--- src/rtl/alu_serial_ctrl.sv ---
// Bit-serial ALU sequencer: one result bit per clock, LSB first, registered carry.
// Latency: start accepted at edge k -> busy cycles k+1..k+WIDTH, done pulse after edge k+WIDTH.
// Backpressure: none; start is only sampled in IDLE, ignored (not queued) while busy or done.
module alu_serial_ctrl #(
  parameter int WIDTH = 4,
  parameter int CW    = 3
) (
  input  logic             clk,
  input  logic             rst,
  input  logic             start,
  input  logic [WIDTH-1:0] a,
  input  logic [WIDTH-1:0] b,
  input  logic             cin,
  input  logic [1:0]       M,
  output logic             busy,
  output logic             done,
  output logic [WIDTH-1:0] f,
  output logic             cout
);

  typedef enum logic [1:0] {
    IDLE = 2'd0,
    RUN  = 2'd1,
    DONE = 2'd2
  } state_t;

  state_t           state;
  logic [WIDTH-1:0] sa;
  logic [WIDTH-1:0] sb;
  logic [WIDTH-1:0] res;
  logic [1:0]       md;
  logic             c;
  logic [CW-1:0]    cnt;

  logic             r;
  logic             c_nxt;
  logic [WIDTH-1:0] res_nxt;

  // One-bit slice: result bit and next carry from the operand LSBs and the carry reg.
  always_comb begin
    r     = 1'b0;
    c_nxt = c;
    case (md)
      2'b00: begin
        r     = sa[0] ^ sb[0] ^ c;
        c_nxt = (sa[0] & sb[0]) | (c & (sa[0] ^ sb[0]));
      end
      2'b01:   r = sa[0] & sb[0];
      2'b10:   r = sa[0] | sb[0];
      default: r = sa[0] ^ sb[0];
    endcase
  end

  // New bit enters from the MSB side so after WIDTH shifts bit 0 sits at the LSB.
  assign res_nxt = {r, res[WIDTH-1:1]};

  // Sequencer FSM with registered busy/done/f/cout.
  always_ff @(posedge clk) begin
    if (rst) begin
      state <= IDLE;
      busy  <= 1'b0;
      done  <= 1'b0;
      f     <= '0;
      cout  <= 1'b0;
      cnt   <= '0;
      c     <= 1'b0;
      sa    <= '0;
      sb    <= '0;
      res   <= '0;
      md    <= 2'b00;
    end else begin
      case (state)
        IDLE: begin
          done <= 1'b0;
          if (start) begin
            sa    <= a;
            sb    <= b;
            md    <= M;
            c     <= cin;
            cnt   <= '0;
            res   <= '0;
            busy  <= 1'b1;
            state <= RUN;
          end
        end
        RUN: begin
          sa  <= sa >> 1;
          sb  <= sb >> 1;
          c   <= c_nxt;
          res <= res_nxt;
          cnt <= cnt + CW'(1);
          if (cnt == CW'(WIDTH - 1)) begin
            f     <= res_nxt;
            cout  <= (md == 2'b00) ? c_nxt : 1'b0;
            busy  <= 1'b0;
            done  <= 1'b1;
            state <= DONE;
          end
        end
        DONE: begin
          done  <= 1'b0;
          state <= IDLE;
        end
        default: begin
          busy  <= 1'b0;
          done  <= 1'b0;
          state <= IDLE;
        end
      endcase
    end
  end

endmodule

--- config.mk ---
export PLATFORM = sky130hd
export DESIGN_NAME = alu_serial_ctrl
export DESIGN_NICKNAME = d
export VERILOG_FILES = /design/src/rtl/alu_serial_ctrl.sv
export SDC_FILE = /design/constraint.sdc
export NUM_CORES = 1
export LEC_CHECK = 0
export ABC_AREA = 1
export BUFFER_PORTS_ARGS = -buffer_cell sky130_fd_sc_hd__buf_2
export CORE_MARGIN = 2
export CORE_UTILIZATION = 30
export DETAILED_ROUTE_END_ITERATION = 16
export HOLD_SLACK_MARGIN = 0.03
export SETUP_SLACK_MARGIN = 0.15
export SLEW_MARGIN = 10
export SYNTH_ARGS = -nofsm -noshare
export SYNTH_HDL_FRONTEND = slang
export SYNTH_SLANG_ARGS = --single-unit
--- constraint.sdc ---
create_clock -name clk -period 1.6 [get_ports clk]
set_input_delay 0.32 -clock clk [delete_from_list [all_inputs] [get_ports clk]]
set_output_delay 0.32 -clock clk [all_outputs]
set_load 0.05 [all_outputs]
Word level (Yosys, flattened, before mapping). Index checks and enable logic that the tools add are counted. W data, S select, Z words.

Add/sub/neg operators: 1. Equality and inequality tests: 7. Mux-type cells: 19. Bitwise operators: 8. Reduce and logical (&&, ||, !) cells: 9.

Operators with widths (count): $pmux W4 S2 (3); $mux W4 (3); $reduce_and A2 Y1 (4); $pmux W1 S3 (2); $pmux W3 S2 (1); $mux W1 (5); $eq A2 B1 Y1 const B (2); $eq A2 B2 Y1 const B (2); $logic_not A2 Y1 (2); $mux W2 (2); $ne A2 B2 Y1 const B (2); $pmux W2 S2 (1); $add A3 B1 Y3 const B (1); $eq A3 B2 Y1 const B (1); $mux W3 (1); $reduce_and A3 Y1 (1); $and A1 B1 Y1 (2); $not A1 Y1 (2); $or A1 B1 Y1 (2); $pmux W1 S2 (1); $reduce_bool A2 Y1 (1); $reduce_or A2 Y1 (1); $xor A1 B1 Y1 (2).

Register bits: 27. Bits of input ports: 14. Output and inout bits: 7. Logic and storage cells: 55.

Longest topological paths before layout.
Depth after elaboration: 5. Gate-level depth with buffers: 8.

Worst setup path before layout. Ideal clock, no wire load.

Kind: flip-flop to flip-flop. From: register sa[0]. To: register f[3]. Setup time: 0.120 ns. Arrival: 1.135 ns. Required time: 1.480 ns. Slack: 0.345 ns. Stages on the path, launching flop included: 8. Path buffers: 0. Clock period less this slack: 1.255 ns. Path through: dfxtp_1 > inv_1 > fa_1 > inv_1 > nand2_1 > nand2_1 > nand2_1 > a21oi_1.

Longest elaborated chain between the ends: 3. Elaborated cells between the ends (all ways): 5. Those cells by class: 1 x mux; 4 x bitwise.

Ends and longest elaborated chain: from (decl) (RTL line 28) `logic [WIDTH-1:0] sa;`; from (signal assigned) (RTL line 87) `sa <= sa >> 1;`; $xor A1 B1 Y1 (RTL line 45, 50); $xor A1 B1 Y1 (RTL line 45) `r = sa[0] ^ sb[0] ^ c;`; $pmux W1 S3 (*) (RTL line 43) `case (md)`; to (signal assigned) (RTL line 93) `f <= res_nxt;`; to (decl) (RTL line 17) `output logic [WIDTH-1:0] f,`.

Every way passes the cells marked *; elsewhere a longest branch is shown, timed or not. A chain may end at the register's enable or synchronous reset.

Final worst setup path. Same ends and word-level chain as after synthesis.

==> impl_metrics.env <==
export IMPL_result_of_the_run="finished, final reports clean"
export IMPL_met2RoutedLength_um=976
export IMPL_critPathCapture="f[3]$_SDFFE_PP0P_"
export IMPL_worst_slew_pin_transition_ns=0.256
export IMPL_maxSlewViolCount=0
export IMPL_cts_htree_levels=1
export IMPL_top_cells_by_area_synth="dfxtp_1, nand2_1, o21ai_0"
export IMPL_chipWidth_um=66.6
export IMPL_final_layout_size_suffix_gt1_frac=0.257
export IMPL_nNetsFinal=187
export IMPL_worstSetupPathType="register to register"
export IMPL_globalplace_congestion=0.735
export IMPL_globalRouteOverflowTotal=0
export IMPL_rsz0062_at_grt="false"
export IMPL_number_of_global_route_vias_before_repair=901
export IMPL_die_area_um2=4430
export IMPL_numCtsBuffers=3
export IMPL_clockBufferDepth=2
export IMPL_crit_path_max_incr_delay_ns=0.50
export IMPL_critical_path_peak_fanout=3
export IMPL_avgSynthCellArea_um2=8.10
export IMPL_seq_area_um2=520
export IMPL_place_inst=211
export IMPL_hpwl_um=1640
export IMPL_timing_rr_end="f[3]$_SDFFE_PP0P_"
export IMPL_drt_iter0_markers=14
export IMPL_setup_viol=0
export IMPL_worstHoldStart="rst"
export IMPL_post_cts_repair_setup_buffers=0
export IMPL_met1_length_um=1140
export IMPL_power_density_cell_area_nw_per_um2=967
export IMPL_placed_area_um2=1310
export IMPL_slew_headroom=0.829
export IMPL_timing_critical_path_from_type="register"
export IMPL_finalWorstPathRequiredPeriod_ns=1.33
export IMPL_worst_r2r_path_depth=7
export IMPL_clkTransAtPathRegs_ns=0.09
export IMPL_floorplan_rows=22
export IMPL_clkPwrFrac=0.321
export IMPL_synth_cells=145
export IMPL_ctsRootBufferMaster="clkbuf_8"
export IMPL_required_time_at_the_endpoint_of_the_critical_path_ns=1.77
export IMPL_met3_routed_length_um=86
export IMPL_grt_start_max_net_pins=17
export IMPL_worst_skew_pair_late_latency_ns=0.27
export IMPL_buffer_ports_inserted=20
export IMPL_edff_count_synth=0
export IMPL_synth_async_sr_flop_share=0
export IMPL_post_layout_utilization_of_the_core=0.367
export IMPL_clock_skew_ns=0.00468
export IMPL_antenna_cells_inserted=0
export IMPL_detailedRoute_firstPassIterationCount=4
export IMPL_power_share_of_the_sequential_group=0.534
export IMPL_min_path_type="primary input to register"
export IMPL_crit_reg2reg_launch="sa[0]$_SDFFE_PP0P_"
export IMPL_floorplan_initialDensity=0.316
export IMPL_die_height_um=66.6
export IMPL_max_freq_mhz=749
export IMPL_endpoint_kind="register"
export IMPL_multi_input_comb_area_um2=561
export IMPL_ys_seq_area_frac=0.443
export IMPL_finalHoldViolCount=0
export IMPL_synthDistinctLibCells=22
export IMPL_fin_area_um2=1360
export IMPL_grt_first_pass_wirelength_um=3890
export IMPL_vias=968
export IMPL_synth_warnings=0
export IMPL_antenna_left=0
export IMPL_fin_ws_ns=0.266
export IMPL_path_delay_family="adder cells"
export IMPL_remaining_drc_errors=0
export IMPL_net_switching_power_mw=0.347
export IMPL_critical_path_startpoint="sa[0]$_SDFFE_PP0P_"
export IMPL_cts_repair_resized=0
export IMPL_crit_chain="inv_1 -> fa_1 -> inv_1 -> nand2_1 -> nand2_1 -> nand2_1 -> a21oi_1"
export IMPL_mostFrequentLayoutCell="nand2_1"
export IMPL_ff2ff_setup_slack_ns=0.27
export IMPL_fillerInstances=398
export IMPL_slowest_stage="fa_1"
export IMPL_critical_path_arrival_ns=1.50
export IMPL_floorplan_core_area_um2=3720
export IMPL_largest_vdd_supply_drop_mv=0.541
export IMPL_power_switching_fraction=0.263
export IMPL_final_cell_mix="nand2_1, dfxtp_1, buf_2, nor2_1, o21ai_0"
export IMPL_post_synthesis_net_count=164
export IMPL_maxCapViolations=0
export IMPL_synth_area_leader_cell="dfxtp_1"
export IMPL_layout_cells_non_filler=215
export IMPL_area_growth_pct=16.1
export IMPL_place_worst_setup_slack_ns=0.275
export IMPL_cts_tree="done"
export IMPL_internal_power_mw=0.972
export IMPL_avgViaCountPerCell=4.50
export IMPL_synth_main_ff_cell="dfxtp_1"
export IMPL_avgRoutedWirePerCell_um=10.3
export IMPL_grt_antenna_before_repair=0
export IMPL_grt_util_all_layers=0.116
export IMPL_total_clock_sinks=26
export IMPL_comb_power_share=0.146
export IMPL_yosys_register_bits=26
export IMPL_cts_hold_buffers=0
export IMPL_io_pin_count=21
export IMPL_leakagePower_nw=0.605
export IMPL_drt_total_wl_um=2220
export IMPL_cp_buffers_inverters=2
export IMPL_post_synthesis_instance_area_um2=1170
export IMPL_cp_depth=7
export IMPL_route_top_layer_used="met4"
export IMPL_setup_tns_final_ns=0
export IMPL_netlist_area_leader_share=0.443
export IMPL_critical_path_top_cell_by_count="nand2_1"
export IMPL_period_utilization_post_route=0.834
power by group through the flow:
stage | combinational [mW] | sequential [mW] | clock, mW
after floorplan | 0.144 | 0.724 | 0
after global placement | 0.194 | 0.719 | 0
after detailed placement | 0.195 | 0.719 | 0
after CTS | 0.196 | 0.704 | 0.446
after global routing | 0.221 | 0.708 | 0.474
final | 0.192 | 0.704 | 0.423
cells by family (layout without fill, tap and decap cells):
| family | after synthesis | count (layout) | synth area share |
|---|---|---|---|
| adder cells (fa/ha/maj) | 5 | 5 | 0.0596 |
| AO/OA/AOI/OAI | 33 | 33 | 0.154 |
| buffers and inverters | 19 | 41 | 0.0799 |
| AND/OR/NAND/NOR | 62 | 62 | 0.263 |
| flip-flops | 26 | 26 | 0.443 |
cell type report:
cell class	instances	share of cell area
Clock buffer	4	0.0404
Inverter	16	0.0440
Multi-Input combinational cell	100	0.411
Sequential cell	26	0.382
Tap cell	48	0.0440
Timing Repair Buffer	21	0.0789
state kept, by name (all words and copies together), names as in the netlist, 2 cells and up:
signal / count
cnt: 3
f: 4
md: 2
res: 3
sa: 4
sb: 4
state: 2
cells in the mapped netlist, types with 4 or more instances:
cell     number
o21ai_2       4
ha_1          4
inv_1        12
nand3_1       6
nand2_1      29
inv_2         4
dfxtp_1      26
a21oi_1      12
nor2_1       13
o21ai_0      13
how the worst min path moves through the flow:
stage,slack [ns],to,depth (start not counted)
5_1_grt,0.29,sb[3]$_SDFFE_PP0P_,2
3_3_place_gp,0.44,cnt[1]$_SDFFE_PP0P_,2
2_1_floorplan,0.39,sa[3]$_SDFFE_PP0P_,1
3_5_place_dp,0.44,res[1]$_SDFFE_PP0P_,2
6_report,0.29,sa[3]$_SDFFE_PP0P_,2
4_1_cts,0.28,sb[3]$_SDFFE_PP0P_,3
stage by stage:
stage / total power [mW] / hold WS [ns]
floorplan: 0.868 / 0.389
global placement: 0.912 / 0.436
detailed placement: 0.913 / 0.443
CTS: 1.35 / 0.282
global route: 1.40 / 0.292
finish: 1.32 / 0.287
worst register-to-register path, stage by stage, from the launching register on:
cell and delay [ns]:
dfxtp_1 0.36, inv_1 0.08, fa_1 0.50, inv_1 0.04
nand2_1 0.05, nand2_1 0.05, nand2_1 0.09, a21oi_1 0.07
routing by layer:
layer / vias to the layer above / track usage
met3: 2 / 0.0405
met1: 433 / 0.147
met5: - / 0
met4: 0 / 0.0306
li1: 517 / -
met2: 16 / 0.186
Note: power is estimated with default switching activity, not from simulation.
